--- src/rtl/vram_slot_arbiter.sv ---
`default_nettype none
// ============================================================================
// Module   : vram_slot_arbiter
// Purpose  : Dot-clock TDM arbiter for one single-port VRAM. Video fetch owns
//            slots 0/1 of each cell; the CPU takes every other slot via
//            req/ack. Optional stall counter: define VRAM_ARB_STATS_EN.
// Revision : 1.0 - initial release
// ============================================================================
module vram_slot_arbiter #(
    parameter int ADDR_WIDTH = 16,
    parameter int DATA_WIDTH = 8,
    parameter int SLOT_BITS  = 3
) (
    input  logic                  dot_clk,
    input  logic                  reset,
    input  logic                  line_start,
    input  logic                  vid_en,
    input  logic [ADDR_WIDTH-1:0] vid_addr_a,
    input  logic [ADDR_WIDTH-1:0] vid_addr_b,
    output logic [DATA_WIDTH-1:0] vid_data_a,
    output logic [DATA_WIDTH-1:0] vid_data_b,
    output logic                  vid_valid,
    input  logic                  cpu_req,
    input  logic                  cpu_we,
    input  logic [ADDR_WIDTH-1:0] cpu_addr,
    input  logic [DATA_WIDTH-1:0] cpu_wdata,
    output logic [DATA_WIDTH-1:0] cpu_rdata,
    output logic                  cpu_ack,
    output logic                  mem_en,
    output logic                  mem_we,
    output logic [ADDR_WIDTH-1:0] mem_addr,
    output logic [DATA_WIDTH-1:0] mem_wdata,
    input  logic [DATA_WIDTH-1:0] mem_rdata,
    output logic [15:0]           stall_count
);

    typedef enum logic [2:0] {
        TAG_NONE   = 3'd0,
        TAG_VA     = 3'd1,
        TAG_VB     = 3'd2,
        TAG_CPU_RD = 3'd3,
        TAG_CPU_WR = 3'd4
    } tag_t;

    localparam logic [SLOT_BITS-1:0] SLOT_ONE = SLOT_BITS'(1);

    logic [SLOT_BITS-1:0]  slot_q, slot_d, cur_slot;
    tag_t                  tag1_q, tag1_d, tag2_q;
    logic                  busy_q, busy_d, cpu_grant;
    logic                  mem_en_q, mem_en_d, mem_we_q, mem_we_d;
    logic [ADDR_WIDTH-1:0] mem_addr_q, mem_addr_d;
    logic [DATA_WIDTH-1:0] mem_wdata_q, mem_wdata_d;
    logic [DATA_WIDTH-1:0] vid_data_a_q, vid_data_b_q, cpu_rdata_q;
    logic                  vid_valid_q, cpu_ack_q;
    logic                  tag2_is_cpu;

    assign tag2_is_cpu = (tag2_q == TAG_CPU_RD) || (tag2_q == TAG_CPU_WR);

    always_comb begin
        // The line_start cycle itself acts as slot 0 of the new line.
        cur_slot    = line_start ? '0 : slot_q;
        slot_d      = line_start ? SLOT_ONE : slot_q + SLOT_ONE;
        tag1_d      = TAG_NONE;
        mem_en_d    = 1'b0;
        mem_we_d    = 1'b0;
        mem_addr_d  = mem_addr_q;
        mem_wdata_d = mem_wdata_q;
        cpu_grant   = 1'b0;

        if (vid_en && cur_slot == '0) begin
            tag1_d     = TAG_VA;
            mem_en_d   = 1'b1;
            mem_addr_d = vid_addr_a;
        end else if (vid_en && cur_slot == SLOT_ONE) begin
            tag1_d     = TAG_VB;
            mem_en_d   = 1'b1;
            mem_addr_d = vid_addr_b;
        end else if (cpu_req && !busy_q && !cpu_ack_q) begin
            cpu_grant  = 1'b1;
            tag1_d     = cpu_we ? TAG_CPU_WR : TAG_CPU_RD;
            mem_en_d   = 1'b1;
            mem_we_d   = cpu_we;
            mem_addr_d = cpu_addr;
            if (cpu_we) begin
                mem_wdata_d = cpu_wdata;
            end
        end

        busy_d = busy_q;
        if (tag2_is_cpu) begin
            busy_d = 1'b0;
        end
        if (cpu_grant) begin
            busy_d = 1'b1;
        end
    end

    always_ff @(posedge dot_clk) begin
        if (reset) begin
            slot_q       <= '0;
            tag1_q       <= TAG_NONE;
            tag2_q       <= TAG_NONE;
            busy_q       <= 1'b0;
            mem_en_q     <= 1'b0;
            mem_we_q     <= 1'b0;
            mem_addr_q   <= '0;
            mem_wdata_q  <= '0;
            vid_data_a_q <= '0;
            vid_data_b_q <= '0;
            cpu_rdata_q  <= '0;
            vid_valid_q  <= 1'b0;
            cpu_ack_q    <= 1'b0;
        end else begin
            slot_q      <= slot_d;
            tag1_q      <= tag1_d;
            tag2_q      <= tag1_q;
            busy_q      <= busy_d;
            mem_en_q    <= mem_en_d;
            mem_we_q    <= mem_we_d;
            mem_addr_q  <= mem_addr_d;
            mem_wdata_q <= mem_wdata_d;
            // tag2 lines up with the cycle in which mem_rdata is valid.
            vid_valid_q <= (tag2_q == TAG_VB);
            cpu_ack_q   <= tag2_is_cpu;
            if (tag2_q == TAG_VA) begin
                vid_data_a_q <= mem_rdata;
            end
            if (tag2_q == TAG_VB) begin
                vid_data_b_q <= mem_rdata;
            end
            if (tag2_q == TAG_CPU_RD) begin
                cpu_rdata_q <= mem_rdata;
            end
        end
    end

`ifdef VRAM_ARB_STATS_EN
    logic [15:0] stall_q;

    always_ff @(posedge dot_clk) begin
        if (reset) begin
            stall_q <= '0;
        end else if (cpu_req && !busy_q && !cpu_ack_q && !cpu_grant &&
                     stall_q != 16'hFFFF) begin
            stall_q <= stall_q + 16'd1;
        end
    end

    assign stall_count = stall_q;
`else
    assign stall_count = 16'h0000;
`endif

    assign vid_data_a = vid_data_a_q;
    assign vid_data_b = vid_data_b_q;
    assign vid_valid  = vid_valid_q;
    assign cpu_rdata  = cpu_rdata_q;
    assign cpu_ack    = cpu_ack_q;
    assign mem_en     = mem_en_q;
    assign mem_we     = mem_we_q;
    assign mem_addr   = mem_addr_q;
    assign mem_wdata  = mem_wdata_q;

endmodule
`default_nettype wire

--- config.mk ---
export PLATFORM = sky130hd
export DESIGN_NAME = vram_slot_arbiter
export DESIGN_NICKNAME = d
export VERILOG_FILES = /design/src/rtl/vram_slot_arbiter.sv
export SDC_FILE = /design/constraint.sdc
export NUM_CORES = 1
export LEC_CHECK = 0
export CORE_UTILIZATION = 36
export CTS_CLUSTER_SIZE = 12
export DETAILED_ROUTE_END_ITERATION = 12
export HOLD_SLACK_MARGIN = 0.08
export PLACE_DENSITY = 0.87
export RECOVER_POWER = 50
export SKIP_LAST_GASP = 1
export SYNTH_ARGS = -nofsm -noshare
export SYNTH_HDL_FRONTEND = slang
export SYNTH_SLANG_ARGS = --single-unit
--- constraint.sdc ---
create_clock -name dot_clk -period 1.45 [get_ports dot_clk]
set_input_delay 0.29 -clock dot_clk [delete_from_list [all_inputs] [get_ports dot_clk]]
set_output_delay 0.29 -clock dot_clk [all_outputs]
set_load 0.02 [all_outputs]
# After elaboration in Yosys (flattened, before gate mapping)
# Index checks and enable logic that the tools add are counted.
op_classes:
  n_mux: 16
  eq_ne: 5
  add_sub_neg: 1
  n_reduce_logical: 14
  n_bitwise: 3
op_table:
  columns: ["operator", "n"]
  rows:
  - ["two-way mux 16 bit", 3]
  - ["two-way mux 1 bit", 9]
  - ["equality test 3 x 1 -> 1 bit, second input constant", 2]
  - ["equality test 3 x 2 -> 1 bit, second input constant", 2]
  - ["two-way mux 3 bit", 2]
  - ["logical AND 1 bit", 4]
  - ["two-way mux 2 bit", 2]
  - ["AND reduction 4 bit", 1]
  - ["OR reduction 2 bit", 2]
  - ["OR reduction 4 bit", 1]
  - ["adder 3 x 1 -> 3 bit, second input constant", 1]
  - ["equality test 3 bit, second input constant", 1]
  - ["logical NOT 3 bit", 1]
  - ["NOT 1 bit", 3]
  - ["nonzero test 3 bit", 1]
  - ["logical NOT 1 bit", 2]
  - ["nonzero test 2 bit", 1]
  - ["logical OR 1 bit", 1]
word_totals:
  word_cells: 55
  ff_bits: 62
  output_inout_bits: 68
  inputBits: 70

# Logic depth before layout (Yosys ltp)
# Gate-level depths: netlist of the first run.
logic_depth:
  depth_word: 7
  depth_mapped: 7
  ltp_nobuf: 4

# Worst setup path before layout of the first run
# OpenSTA, ideal clock, no wires.
synth_path:
  path_kind: "register to register"
  start: "register cpu_ack_q, in the netlist cpu_ack"
  end: "register mem_addr_q[10], in the netlist mem_addr[10]"
  period_less_slack_ps: 1451
  stages_incl_launch_ff: 8
  arrival_ps: 1370
  n_path_buf: 3
  t_required_ps: 1369
  setup_slack_ps: -1
  path_cell_list: "dfxtp_1 -> nor3b_2 -> a21o_1 -> buf_6 -> and2_4 -> buf_6 -> buf_8 -> a211oi_2"
synth_via:
  elab_chain_cells: 3
synth_lines:
  columns: ["item", "line_no", "rtl"]
  rows:
  - ["from (decl)", "54", "logic vid_valid_q, cpu_ack_q;"]
  - ["from (signal assigned)", "124", "cpu_ack_q <= tag2_is_cpu;"]
  - ["logical NOT 1 bit", "78", "end else if (cpu_req && !busy_q && !cpu_ack_q) begin"]
  - ["logical AND 1 bit", "78", null]
  - ["nonzero test 3 bit (no line)", null, null]
  - ["to (signal assigned)", "120", "mem_addr_q <= mem_addr_d;"]
  - ["to (decl)", "51", "logic [ADDR_WIDTH-1:0] mem_addr_q, mem_addr_d;"]
# No other way between the ends.
# A chain may end at the register's enable or synchronous reset.

# Worst setup path after layout of the first run
layout_path:
  start: "register slot_q[0]"
  end: "register mem_addr_q[10], in the netlist mem_addr[10]"
layout_via:
  elab_chain_cells: 5
  elab_cells_between_ends: 8
layout_lines:
  columns: ["item", "line_no", "rtl"]
  rows:
  - ["from (decl)", "47", "logic [SLOT_BITS-1:0] slot_q, slot_d, cur_slot;"]
  - ["from (signal assigned)", "114", "slot_q <= slot_d;"]
  - ["two-way mux 3 bit (*)", "61", "cur_slot = line_start ? '0 : slot_q;"]
  - ["equality test 3 x 1 -> 1 bit", "74", "end else if (vid_en && cur_slot == SLOT_ONE) begin"]
  - ["logical AND 1 bit", "74", null]
  - ["two-way mux 16 bit", "74", null]
  - ["two-way mux 16 bit", "70", "if (vid_en && cur_slot == '0) begin"]
# Mark *: on every way between the ends. The rest lies on a longest branch, timed or not.

==> results.ini, run 1 <==
[outcome]
outcome = finished, final reports clean

[power]
powerDensity_mw_per_mm2 = 1030
total_leakage_power_nw = 1.93
pwr-share-seq_pct = 42.2
switching_share_pct = 26.5
ir_drop_uv = 574
combPwrFrac_pct = 18.8
clock_power_share_pct = 39.0
internal-power_mw = 3.15
p_switching_mw = 1.13

[clocking]
clk_path_buf_depth = 2
cts_hold_buf = 0
insertion_delay_ns = 0.33
clkTransAtPathRegs_ns = 0.07
clkSinkCount = 61
cts_buffers = 9
cts_tree = yes
htreeDepth = 3
root_buffer = clkbuf_8

[synthesis]
yosysWarnings = 0
ys_seq_elements = 61
post_synth_num_cell_types = 30
synthCells = 251
synth_area_mm2 = 0.00263
avgSynthCellArea_um2 = 10.5
yosysSeqAreaShare_pct = 46.4

[finish]
fin_area_mm2 = 0.00415
final_cell_mix = 67 x clkdlybuf4s50_1, 60 x dfxtp_1, 52 x dlygate4sd2_1, 48 x mux2i_1, 29 x nor2_1
num_antenna_cells = 0
drive_above_1_share_pct = 13.9
final_nets = 454
fin_util_pct = 60.0
layout_commonest_cell = clkdlybuf4s50_1
syn2layout_area_growth_pct = 57.6

[global_route]
grt_pass1_vias = 2422
grtUsageTotal_pct = 19.0
grt-ovfl-total = 0
grt_max_degree = 25
antenna_found_initial = 0
grt_pass1_wl_um = 11100

[sta]
fin_hold_ws_ns = 0.289
setup_viol = 0
setup_ws_ns = 0.0752
setup_tns_ns = 0
slew-limit-headroom_pct = 45.8
skew_ns = 0.00668
drv_slew = 0
hold_viol_final = 0
period_share_pct = 94.8
fin_crit_ns = 1.37
tightest_slew_ns = 0.813
fmax_mhz = 727

[floorplanning]
start_util_pct = 38.1
die_x_um = 87.5
die_h_um = 87.5
coreArea_mm2 = 0.00691
rows = 30
die_area_mm2 = 0.00765
num_io_pins = 138

[worst_setup_path]
r2r-end = mem_addr[10]
ff2ff_path_depth = 5
crit_arrival_ns = 1.63
worstPathMaxFanout = 16
timing_worst_setup_path_type = flop to flop
cp.required_ns = 1.71
end_kind = flop
regToRegSetupSlack_ns = 0.08
crit_path_start_kind = flop
reg2reg_from = slot_q[0]

[placement]
detailed_place_hpwl_um = 4990
finalWeightedCongestion = 0.761
place.port_buffers = 121
dpl_cell_area_mm2 = 0.00394
pre_cts_ws_ns = -0.401

[run]
maxCapViolCount = 0

[drt]
vias = 2291
first_iter_violations = 44
via_per_inst = 4.73
drtAntennaViolNets = 0
routedWlPerCell_um = 14.0
finalWirelength_um = 6770
drtPass1Iterations = 4
remaining_drc_errors = 0

[worst_hold_path]
hold_start = line_start
hold-path-cell-count = 3
hold_path_class = primary input to flop
hold_path_end = slot_q[1]

-- sequential cells by signal, summed over array words and instances (netlist names) --
register / cells
tag2_q: 3
vid_valid: 1
tag1_q: 3
mem_wdata: 8
mem_en: 1
vid_data_a: 8
busy_q: 1
slot_q: 3
cpu_rdata: 8
cpu_ack: 1
vid_data_b: 8
mem_addr: 16
-- what timing repair did --
item / CTS / global route
endpoints found under the setup margin: 72 / 24
gates cloned: 1 / 1
hold endpoints to repair: 0 / 0
pin swaps: 1 / 2
gates resized for setup: 55 / 9
setup buffers: 1 / 0
-- through the flow --
step	power, mW	cells
2_1_floorplan	2.29	266
5_1_grt	4.47	484
6_report	4.28	484
4_1_cts	4.32	483
3_5_place_dp	2.67	465
3_3_place_gp	2.65	465
-- critical path, stage by stage, from the launching register on --
cell and delay [ns]:
dfxtp_1 0.35, nor2b_1 0.23, nand3_2 0.15, buf_12 0.19, mux2i_1 0.15, a211oi_2 0.22
-- cells in the mapped netlist --
library cell	number	area share (%)
a211oi_1	6	1.7
a211oi_2	10	4.8
a21boi_0	1	0.29
a21o_1	1	0.29
a21oi_1	2	0.38
a32oi_1	1	0.33
and2_1	1	0.24
and2_4	1	0.33
and4_1	1	0.33
buf_2	5	0.95
buf_4	20	5.7
buf_6	2	0.86
buf_8	1	0.57
clkbuf_1	7	1.0
conb_1	1	0.14
dfxtp_1	61	46
ha_1	1	0.48
mux2i_1	48	18
nand2b_1	17	4.0
nand3_1	1	0.19
nand3b_1	2	0.57
nor2_1	29	4.1
nor2b_1	7	1.7
nor3_1	2	0.38
nor3b_1	3	0.86
nor3b_2	1	0.48
o21ai_0	1	0.19
o21bai_1	1	0.29
o22ai_1	16	3.8
xnor2_1	1	0.33
-- cell families (layout without fill, tap and decap cells) --
kind of cell | after synthesis | count (layout) | synth area share (%)
flip-flops | 61 | 61 | 46.4
XOR/XNOR | 1 | 1 | 0.333
AND/OR/NAND/NOR | 65 | 66 | 13.2
buffers and inverters | 35 | 156 | 9.09
AO/OA/AOI/OAI | 39 | 39 | 12.0
adder cells (fa/ha/maj) | 1 | 1 | 0.476
other | 1 | 16 | 0.143
multiplexers | 48 | 48 | 18.3
-- how the worst max path moves through the flow --
stage	from	end	slack, ns	depth (start not counted)
5_1_grt	slot_q[0]	mem_addr[10]	-0.01	5
2_1_floorplan	cpu_ack	mem_addr[10]	0.05	7
4_1_cts	line_start	mem_addr[1]	-0.02	7
6_report	slot_q[0]	mem_addr[10]	0.08	5
3_3_place_gp	line_start	mem_addr[14]	-0.31	6
3_5_place_dp	line_start	mem_addr[13]	-0.40	7
-- layout make-up --
class,count,area [µm²]
Sequential cell,61,1220
Multi-Input combinational cell,171,1260
Tap cell,96,120
Timing Repair Buffer,140,1320
Fill cell,618,2760
Clock buffer,9,124
Clock inverter,7,97.6
-- per-layer routing --
layer  GRT usage, %  routed length [µm]  vias up
li1               -                   -     1112
met1           20.9                2680     1068
met2           32.8                3550      101
met3           7.58                 454       10
met4           7.45                  91        0
met5              0                   0        -
-- power groups by stage --
stage               combinational (mW)  clock, mW  sequential [mW]
floorplan                        0.363          0             1.93
global placement                 0.802          0             1.85
detailed placement               0.823          0             1.85
CTS                              0.792       1.72             1.81
global route                     0.864       1.78             1.82
finish                           0.803       1.67             1.81
(Power assumes the default switching activity.)
==> run 2, diff against run 1 <==
- CAP_MARGIN: unset -> 20
- CORE_UTILIZATION: 36 -> 37
- CTS_BUF_LIST: unset -> sky130_fd_sc_hd__clkbuf_8
- PLACE_DENSITY: 0.87 -> 0.77
==> results.ini, run 2 (synthesis gave the netlist of run 1 again) <==
[outcome]
outcome = finished, final reports clean

[finish]
layout_commonest_cell = clkdlybuf4s50_1
largest_reg_flops = 16
finalNonFillerCells = 481
drive_above_1_share_pct = 13.5
final_nets = 451
syn2layout_area_growth_pct = 57.7
final_cell_mix = 67 x clkdlybuf4s50_1, 60 x dfxtp_1, 52 x dlygate4sd2_1, 48 x mux2i_1, 29 x nor2_1
fillCellCount = 615
final-seq-area_mm2 = 0.00122
multi_input_area_mm2 = 0.00127
fin_area_mm2 = 0.00415
num_antenna_cells = 0

[clocking]
insertion_delay_ns = 0.32
clkSinkCount = 61
cts_buffers = 9
clkTransAtPathRegs_ns = 0.07
cts_tree = yes
clk_path_buf_depth = 2
root_buffer = clkbuf_8
htreeDepth = 3

[floorplanning]
die_x_um = 86.3
num_io_pins = 138
rows = 30
start_util_pct = 38.5
die_h_um = 86.3
die_area_mm2 = 0.00745
coreArea_mm2 = 0.00683

[global_route]
grt_max_degree = 70
grt_pass1_vias = 2251
grtUsageTotal_pct = 17.4
grt-ovfl-total = 0
grt_pass1_wl_um = 10100
antenna_found_initial = 0

[drt]
finalWirelength_um = 6370
routedWlPerCell_um = 13.2
via_per_inst = 4.67
first_iter_violations = 63
remaining_drc_errors = 0
vias = 2244
drtAntennaViolNets = 0
drtPass1Iterations = 4

[worst_setup_path]
end_kind = flop
timing_worst_setup_path_type = primary input to flop
crit_path_start_kind = primary input
slowest_delay_ns = 0.46
path_delay_family = buffers and inverters
worstPathMaxFanout = 9
critical_path_buf_inv_count = 2
crit_chain = clkdlybuf4s50_1 > nor3b_4 > and4_1 > buf_12 > mux2i_1
crit_arrival_ns = 1.63
worst_path_max_delay_cell = clkdlybuf4s50_1
cp.required_ns = 1.69

[placement]
place_inst = 462
dpl_cell_area_mm2 = 0.00394
place.port_buffers = 121
pre_cts_ws_ns = -0.383
finalWeightedCongestion = 0.706
detailed_place_hpwl_um = 4440

[sta]
rsz0062_at_grt = yes
fin_crit_ns = 1.38
drv_slew = 0
fmax_mhz = 723
skew_ns = 0.00990
period_share_pct = 95.4
hold_viol_final = 0
setup_ws_ns = 0.0663
setup_viol = 0

[power]
total_leakage_power_nw = 1.94
ir_drop_uv = 595
powerDensity_mw_per_mm2 = 979

[run]
maxCapViolCount = 0

[worst_hold_path]
hold_path_class = primary input to flop

[run 2: worst paths after layout]
kind,slack [ns],to,depth (start not counted),from
worst max-delay path,0.07,mem_wdata[4],5,cpu_req
worst min-delay path,0.35,slot_q[0],3,line_start
worst max register to register,0.09,mem_addr[10],5,slot_q[1]
worst min register to register,0.44,tag2_q[0],1,tag1_q[0]
[run 2: through the flow]
step	power, mW	hold WS, ns	util (%)	setup TNS (ns)
after floorplan	2.29	0.366	-	0
after global placement	2.65	0.430	57.7	-7.90
after detailed placement	2.66	0.431	57.7	-9.24
after CTS	4.07	0.426	59.7	0
after global routing	4.25	0.356	60.7	-0.233
final	4.06	0.351	60.7	0
[run 2: area by class of cell]
type / count / share of cell area [%]
Timing Repair Buffer: 137 / 32.3
Multi-Input combinational cell: 171 / 30.7
Sequential cell: 61 / 29.5
Clock buffer: 10 / 3.32
Tap cell: 96 / 2.90
Clock inverter: 6 / 1.33
[run 2: metal layers]
layer	part of all wire, %	vias up	GRT usage [%]
li1	-	1103	-
met1	44	1039	20.6
met2	48	94	29.7
met3	6.6	8	4.57
met4	1.6	0	7.58
met5	0	-	0
[run 2: what timing repair did]
| item | 4_1_cts | 5_1_grt |
|---|---|---|
| buffers inserted | 0 | 1 |
| setup endpoints to repair | 64 | 25 |
| hold buffers | 0 | 0 |
| gates cloned | 0 | 2 |
| pin swaps | 0 | 4 |
| gates resized for setup | 55 | 6 |
[run 2: worst reg2reg max path: stages (launching register included)]
cell	delay [ns]
dfxtp_1	0.35
nor3_2	0.19
o21ai_2	0.10
buf_4	0.17
and2_2	0.28
a211oi_2	0.20
[run 2: power by group]
group,switching (mW),leakage (nW),internal [mW]
combinational,0.382,1.34,0.422
sequential,0.0467,0.499,1.76
clock,0.625,0.105,0.822
